<file path="config.mk">
export PLATFORM = sky130hd
export DESIGN_NAME = console_rx_fifo
export DESIGN_NICKNAME = d
export VERILOG_FILES = /design/src/rtl/console_rx_fifo.sv
export SDC_FILE = /design/constraint.sdc
export NUM_CORES = 1
export LEC_CHECK = 0
export CAP_MARGIN = 20
export CORE_UTILIZATION = 50
export CTS_BUF_LIST = sky130_fd_sc_hd__clkbuf_2 sky130_fd_sc_hd__clkbuf_4 sky130_fd_sc_hd__clkbuf_8
export DETAILED_ROUTE_END_ITERATION = 7
export DONT_BUFFER_PORTS = 1
export GPL_ROUTABILITY_DRIVEN = 0
export PLACE_DENSITY = 0.67
export SYNTH_ARGS = -nofsm -noshare
export SYNTH_HDL_FRONTEND = slang
export SYNTH_SLANG_ARGS = --single-unit
</file>
<file path="constraint.sdc">
create_clock -name CLK -period 3.5 [get_ports CLK]
set_input_delay 0.35 -clock CLK [delete_from_list [all_inputs] [get_ports CLK]]
set_output_delay 0.35 -clock CLK [all_outputs]
set_load 0.03 [all_outputs]
</file>
<file path="src/rtl/console_rx_fifo.sv">
// Console receive buffer: a DEPTH-entry first-word-fall-through FIFO fed by a
// four-phase valid/ack producer, with backpressure or drop-on-full behaviour.
module console_rx_fifo #(
    parameter int DATA_WIDTH = 8,
    parameter int DEPTH      = 16,
    localparam int ADDR_W    = $clog2(DEPTH)
) (
    input  logic                  CLK,
    input  logic                  RESET,
    input  logic [DATA_WIDTH-1:0] IN_DATA,
    input  logic                  IN_VALID,
    output logic                  IN_ACK,
    input  logic                  DROP_WHEN_FULL,
    input  logic                  RD_EN,
    output logic [DATA_WIDTH-1:0] RD_DATA,
    output logic                  EMPTY,
    output logic                  FULL,
    output logic [ADDR_W:0]       COUNT,
    output logic                  OVERFLOW,
    input  logic                  OVF_CLR
);

    localparam logic [ADDR_W:0] FULL_COUNT = (ADDR_W + 1)'(DEPTH);

    logic [DATA_WIDTH-1:0] mem [DEPTH];
    logic [ADDR_W-1:0]     wp;
    logic [ADDR_W-1:0]     rp;
    logic [ADDR_W:0]       count;
    logic                  armed;
    logic                  ack_q;
    logic                  ovf_q;

    logic capture;
    logic store;
    logic pop;

    // Status comes only from the registered count, so EMPTY/FULL never
    // depend combinationally on IN_VALID or RD_EN.
    assign EMPTY    = (count == '0);
    assign FULL     = (count == FULL_COUNT);
    assign COUNT    = count;
    assign IN_ACK   = ack_q;
    assign OVERFLOW = ovf_q;
    assign RD_DATA  = EMPTY ? '0 : mem[rp];

    // NOTE: every signal written here gets a value on every path through the
    // block; a missing assignment would infer a latch.
    always_comb begin
        capture = IN_VALID && armed && (!FULL || DROP_WHEN_FULL);
        store   = capture && !FULL;
        pop     = RD_EN && !EMPTY;
    end

    // NOTE: sequential state uses non-blocking assignments so every register
    // samples the pre-edge values, independent of statement order.
    always_ff @(posedge CLK) begin
        if (RESET) begin
            wp    <= '0;
            rp    <= '0;
            count <= '0;
            armed <= 1'b1;
            ack_q <= 1'b0;
            ovf_q <= 1'b0;
        end else begin
            ack_q <= capture;

            // One capture per request: re-arm only once the producer drops valid.
            if (!IN_VALID) begin
                armed <= 1'b1;
            end else if (capture) begin
                armed <= 1'b0;
            end

            if (store) begin
                wp <= wp + 1'b1;
            end
            if (pop) begin
                rp <= rp + 1'b1;
            end

            case ({store, pop})
                2'b10:   count <= count + 1'b1;
                2'b01:   count <= count - 1'b1;
                default: count <= count;
            endcase

            // A drop on the same edge as a clear keeps the flag set.
            if (capture && FULL) begin
                ovf_q <= 1'b1;
            end else if (OVF_CLR) begin
                ovf_q <= 1'b0;
            end
        end
    end

    // NOTE: the storage array has no reset; stale entries are unreachable
    // because the pointers and count are reset.
    always_ff @(posedge CLK) begin
        if (store && !RESET) begin
            mem[wp] <= IN_DATA;
        end
    end

endmodule

</file>
Yosys cells after proc, flatten, opt, wreduce, memory -nomap -nowiden:

Memory sizes are Yosys's and may differ from the RTL's. A register that Yosys moved wholly into a read port is not among the register bits.
Index checks and enable logic that the tools add are counted.

* input port bits: 14
* word-level logic and storage cells: 37
* register bits after elaboration: 16
* RAM bits: 128
* memories: 1

* bitwise logic cells: 1
* equal/unequal tests: 3
* mux-type cells: 8
* add/sub/neg operators: 4
* reductions and logical operators: 14

Memories
* mem: words 16, width 8, read ports 1, clocked after Yosys merged registers in 1, wr ports 1, line 25 `logic [DATA_WIDTH-1:0] mem [DEPTH];`

Operators by type and width (number)
* one-hot mux 5 bit (2 select lines): 1
* adder 4 x 1 -> 4 bit, second input constant: 2
* two-way mux 4 bit: 2
* two-way mux 8 bit: 1
* logical AND 1 bit: 6
* adder 5 x 1 -> 5 bit, second input constant: 1
* equality test 5 bit, second input constant: 1
* logical NOT 5 bit: 1
* subtractor 5 x 1 -> 5 bit, second input constant: 1
* two-way mux 1 bit: 4
* nonzero test 2 bit: 2
* logical NOT 1 bit: 3
* equality test 2 x 1 -> 1 bit, second input constant: 1
* equality test 2 bit, second input constant: 1
* OR reduction 2 bit: 1
* logical OR 1 bit: 1
* inverter 1 bit: 1

Longest topological paths before layout:

* depth after elaboration: 8
* depth in mapped cells: 12

Worst setup path before layout:

Ideal clock, no wire load.

* kind: reg2reg
* from: reg count[1], in the netlist COUNT[1]
* to: reg count[4], in the netlist COUNT[4]
* clock period less this slack: 2.932 ns
* setup slack: 0.568 ns
* buffers on the path: 2
* cell stages (with the launch flop): 13
* data required time: 3.436 ns
* data arrival time: 2.868 ns
* cells stage by stage: dfxtp_1 -> buf_2 -> nor4_2 -> a21oi_1 -> inv_2 -> ha_1 -> clkbuf_1 -> xor2_1 -> ha_1 -> o21ai_0 -> or3_1 -> a2111o_1 -> nand4_1

* word-level cells in the longest chain between the ends: 7

Ends and longest elaborated chain
* start, declared: line 28 `logic [ADDR_W:0] count;`
* start signal, assigned: line 82 `2'b10: count <= count + 1'b1;`
* start signal, assigned: line 83 `2'b01: count <= count - 1'b1;`
* start signal, assigned: line 84 `default: count <= count;`
* equality test 5 bit: line 40 `assign FULL = (count == FULL_COUNT);`
* logical NOT 1 bit: line 49, 50
* logical OR 1 bit: line 49 `capture = IN_VALID && armed && (!FULL || DROP_WHEN_FULL);`
* logical AND 1 bit: line 49
* logical AND 1 bit: line 50 `store = capture && !FULL;`
* equality test 2 x 1 -> 1 bit / equality test 2 bit (equally long branches): line 81 `case ({store, pop})`
* one-hot mux 5 bit (2 select lines) / nonzero test 2 bit (equally long branches)

Several ways; a longest one is shown, not always the timed one.
A chain may end at the register's enable or synchronous reset.

Worst setup path in the final report:

* from: reg count[0], in the netlist COUNT[0]
* to: reg count[4], in the netlist COUNT[4]

Same word-level chain as after synthesis.

==> flow_summary.ini <==
[status]
run_status = finished clean

[flow_run]
maxCapViolations = 0

[synthesis]
yosysUniqueCellTypes = 43
synth_area_leaders = edfxtp_1 (63%), mux4_2 (8.5%), dfxtp_1 (6.5%), mux4_1 (3.9%), a211oi_1 (2.2%)
syn_inst = 346
async_flop_share_pct = 0
netlist.area_leader.share_pct = 62.9
synth-warning-count = 0
yosys_register_bits = 148
ys_top_cells_by_count = edfxtp_1 (128), nor2_1 (28), mux4_2 (23)
synth.most_common_cell = edfxtp_1
synth_top_cell_by_area = edfxtp_1
synth_ff_type = edfxtp_1
yosysSeqAreaShare_pct = 69.4
synth_area_per_cell_um2 = 17.7
synth_edf_count = 128
syn_nets = 369
syn_area_um2 = 6110

[worst_setup_path]
rr_endpoint = COUNT[4]$_SDFFE_PP0P_
cp.required_ps = 3890
crit_path_cell_trace = nor4_2, a21oi_1, inv_2, ha_1, xor2_1, ha_1, o21ai_0, or3_1, a2111o_1, nand4_1
critPathMostFrequentCell = ha_1
path_max_fanout = 9
cp-start-kind = flip-flop
rr_worst_depth = 10
max_stage_delay_ps = 540
crit_path_end_kind = flip-flop
rrSetupSlack_ps = 490
cp_slowest_cell = nor4_2
r2r-start = COUNT[0]$_SDFFE_PP0P_
crit_type = flip-flop to flip-flop
cp_top_family = simple AND/OR/NAND/NOR gates
cp.arrival_ps = 3400
critical_path_buf_inv_count = 1

[placement]
place_inst = 498
pre_cts_ws_ps = 516
portBuffers = 0
place_area_um2 = 6380
place_hpwl_um = 6990

[timing]
final_hold_viol_count = 0
tns_ps = 0
setup_viol = 0
tightestPinTransition_ps = 809
fmax_mhz = 332
drv_slew = 0
fin_ws_ps = 487
timing.final.crit_share_pct = 86.1
post-route-min-period_ps = 3010
finClkSkew_ps = 8.42
max_slew_margin_pct = 46.0
grt_setup_unrepaired = false

[floorplan]
start_util_pct = 51.1
fp.coreArea_um2 = 12000
core.rowCount = 40
io_pins = 31
die_y_um = 113
die-area_um2 = 12700
die_w_um = 113

[route]
ant_nets = 0
drc = 0
vias = 3083
firstDrtPassIters = 4
wl_per_cell_um = 20.5
totalWireLength_um = 11100
via_per_inst = 5.72
first_iter_violations = 180

[layout]
final_cells = 539
fin_area_um2 = 6840
post-route-util_pct = 57.2
final_nets = 402
layout-drive-gt1-share_pct = 22.4
nFillCells = 919
num_antenna_cells = 0
area_growth_pct = 11.9

[pwr]
irDropWorstVdd_v = 0.000495
p_leak_nw = 2.23
cellPowerDensity_nw_per_um2 = 644

[clock_network]
clockBufferDepth = 2
clk_latency_ps = 440
cts_made_buffers = 17
root_buffer = clkbuf_8
h-tree-depth = 4
cts.sinks = 148
postCtsResizedCells = 0
cts_setup_buffers = 0
path_clk_slew_ps = 80
cts_tree = built

[global_routing]
grt_max_degree = 33
grt_pass1_wl_um = 17500
grt_pass1_vias = 3173
gr-total-overflow = 0
antenna_found_initial = 0
grtUsageTotal_pct = 19.4

[worst_hold_path]
hold_class = primary input to flip-flop
hold_path.startpoint = IN_VALID
worstHoldPathCells = 2
min_to = armed$_SDFFE_PP1N_
-- power by group --
part | total [mW] | internal [mW] | leakage [nW] | switching (mW)
registers | 2.10 | 1.97 | 1.32 | 0.131
logic | 1.07 | 0.442 | 0.723 | 0.633
clock network | 1.22 | 0.632 | 0.188 | 0.593
total | 4.40 | 3.05 | 2.23 | 1.36
-- registers in the layout (all words and copies together) (netlist names), named ones only --
| name | flops |
|---|---|
| OVERFLOW | 1 |
| IN_ACK | 1 |
| COUNT | 5 |
| armed | 1 |
| mem | 128 |
| rp | 4 |
| wp | 4 |
-- area by class of cell --
type                    instances  area [um2]  share of cell area (%)
clock buffers                  19         249                    3.64
clock inverters                13         116                    1.70
inverters                       8        30.0                   0.439
multi-input cells             167        1710                    25.1
flip-flops and latches        148        4250                    62.1
well taps                     147         184                    2.69
repair buffers                 37         300                    4.39
-- worst max path at each step --
stage | from | to | slack (ps) | cells after the start
after floorplan | COUNT[1]$_SDFFE_PP0P_ | COUNT[4]$_SDFFE_PP0P_ | 570 | 12
final | COUNT[0]$_SDFFE_PP0P_ | COUNT[4]$_SDFFE_PP0P_ | 490 | 10
after CTS | COUNT[0]$_SDFFE_PP0P_ | RD_DATA[0] | 490 | 4
after detailed placement | COUNT[0]$_SDFFE_PP0P_ | COUNT[4]$_SDFFE_PP0P_ | 520 | 9
after global placement | COUNT[0]$_SDFFE_PP0P_ | COUNT[4]$_SDFFE_PP0P_ | 570 | 9
after global routing | COUNT[1]$_SDFFE_PP0P_ | COUNT[4]$_SDFFE_PP0P_ | 230 | 10
-- stage by stage --
stage               power, mW  hold slack, ps
floorplan                2.94             435
global route             4.60            37.4
global placement         3.18             424
detailed placement       3.20             426
finish                   4.40            47.9
CTS                      4.45            23.3
-- logic make-up (layout without fill, tap and decap cells) --
kind of cell / count (synthesis) / after routing / synth area share, %
fa+ha+maj: 9 / 9 / 1.84
simple gates: 73 / 73 / 6.45
mux: 43 / 43 / 14.1
buf+inv: 31 / 77 / 2.74
flops: 148 / 148 / 69.4
xor+xnor: 9 / 9 / 1.29
compound gates: 33 / 33 / 4.11
-- routing by layer --
layer  part of all wire, %  track usage, %  vias up  wire (um)
li1                      -               -     1442          -
met1                    43            24.4     1544       4750
met2                    51            32.0       82       5610
met3                   4.9            4.70       15        547
met4                   1.5            8.80        0        164
met5                     0               0        -          0
-- timing repair --
action	CTS	global route
endpoints found under the hold margin	145	0
endpoints found under the setup margin	0	0
hold buffers	9	0
-- placed cells by master, fill, tap and decap left out, types with 4 or more instances in the layout --
master,instances
buf_4,28
ha_1,9
xnor2_1,4
nand2_1,5
inv_1,7
edfxtp_1,128
mux4_2,23
xor2_1,5
mux2i_1,11
nor2_1,28
mux4_1,9
dlygate4sd3_1,9
dfxtp_1,19
a211oi_1,18
clkinv_2,6
nor2b_1,9
clkbuf_8,17
nand2b_1,6
No activity file was read; power rests on OpenSTA's default activity.
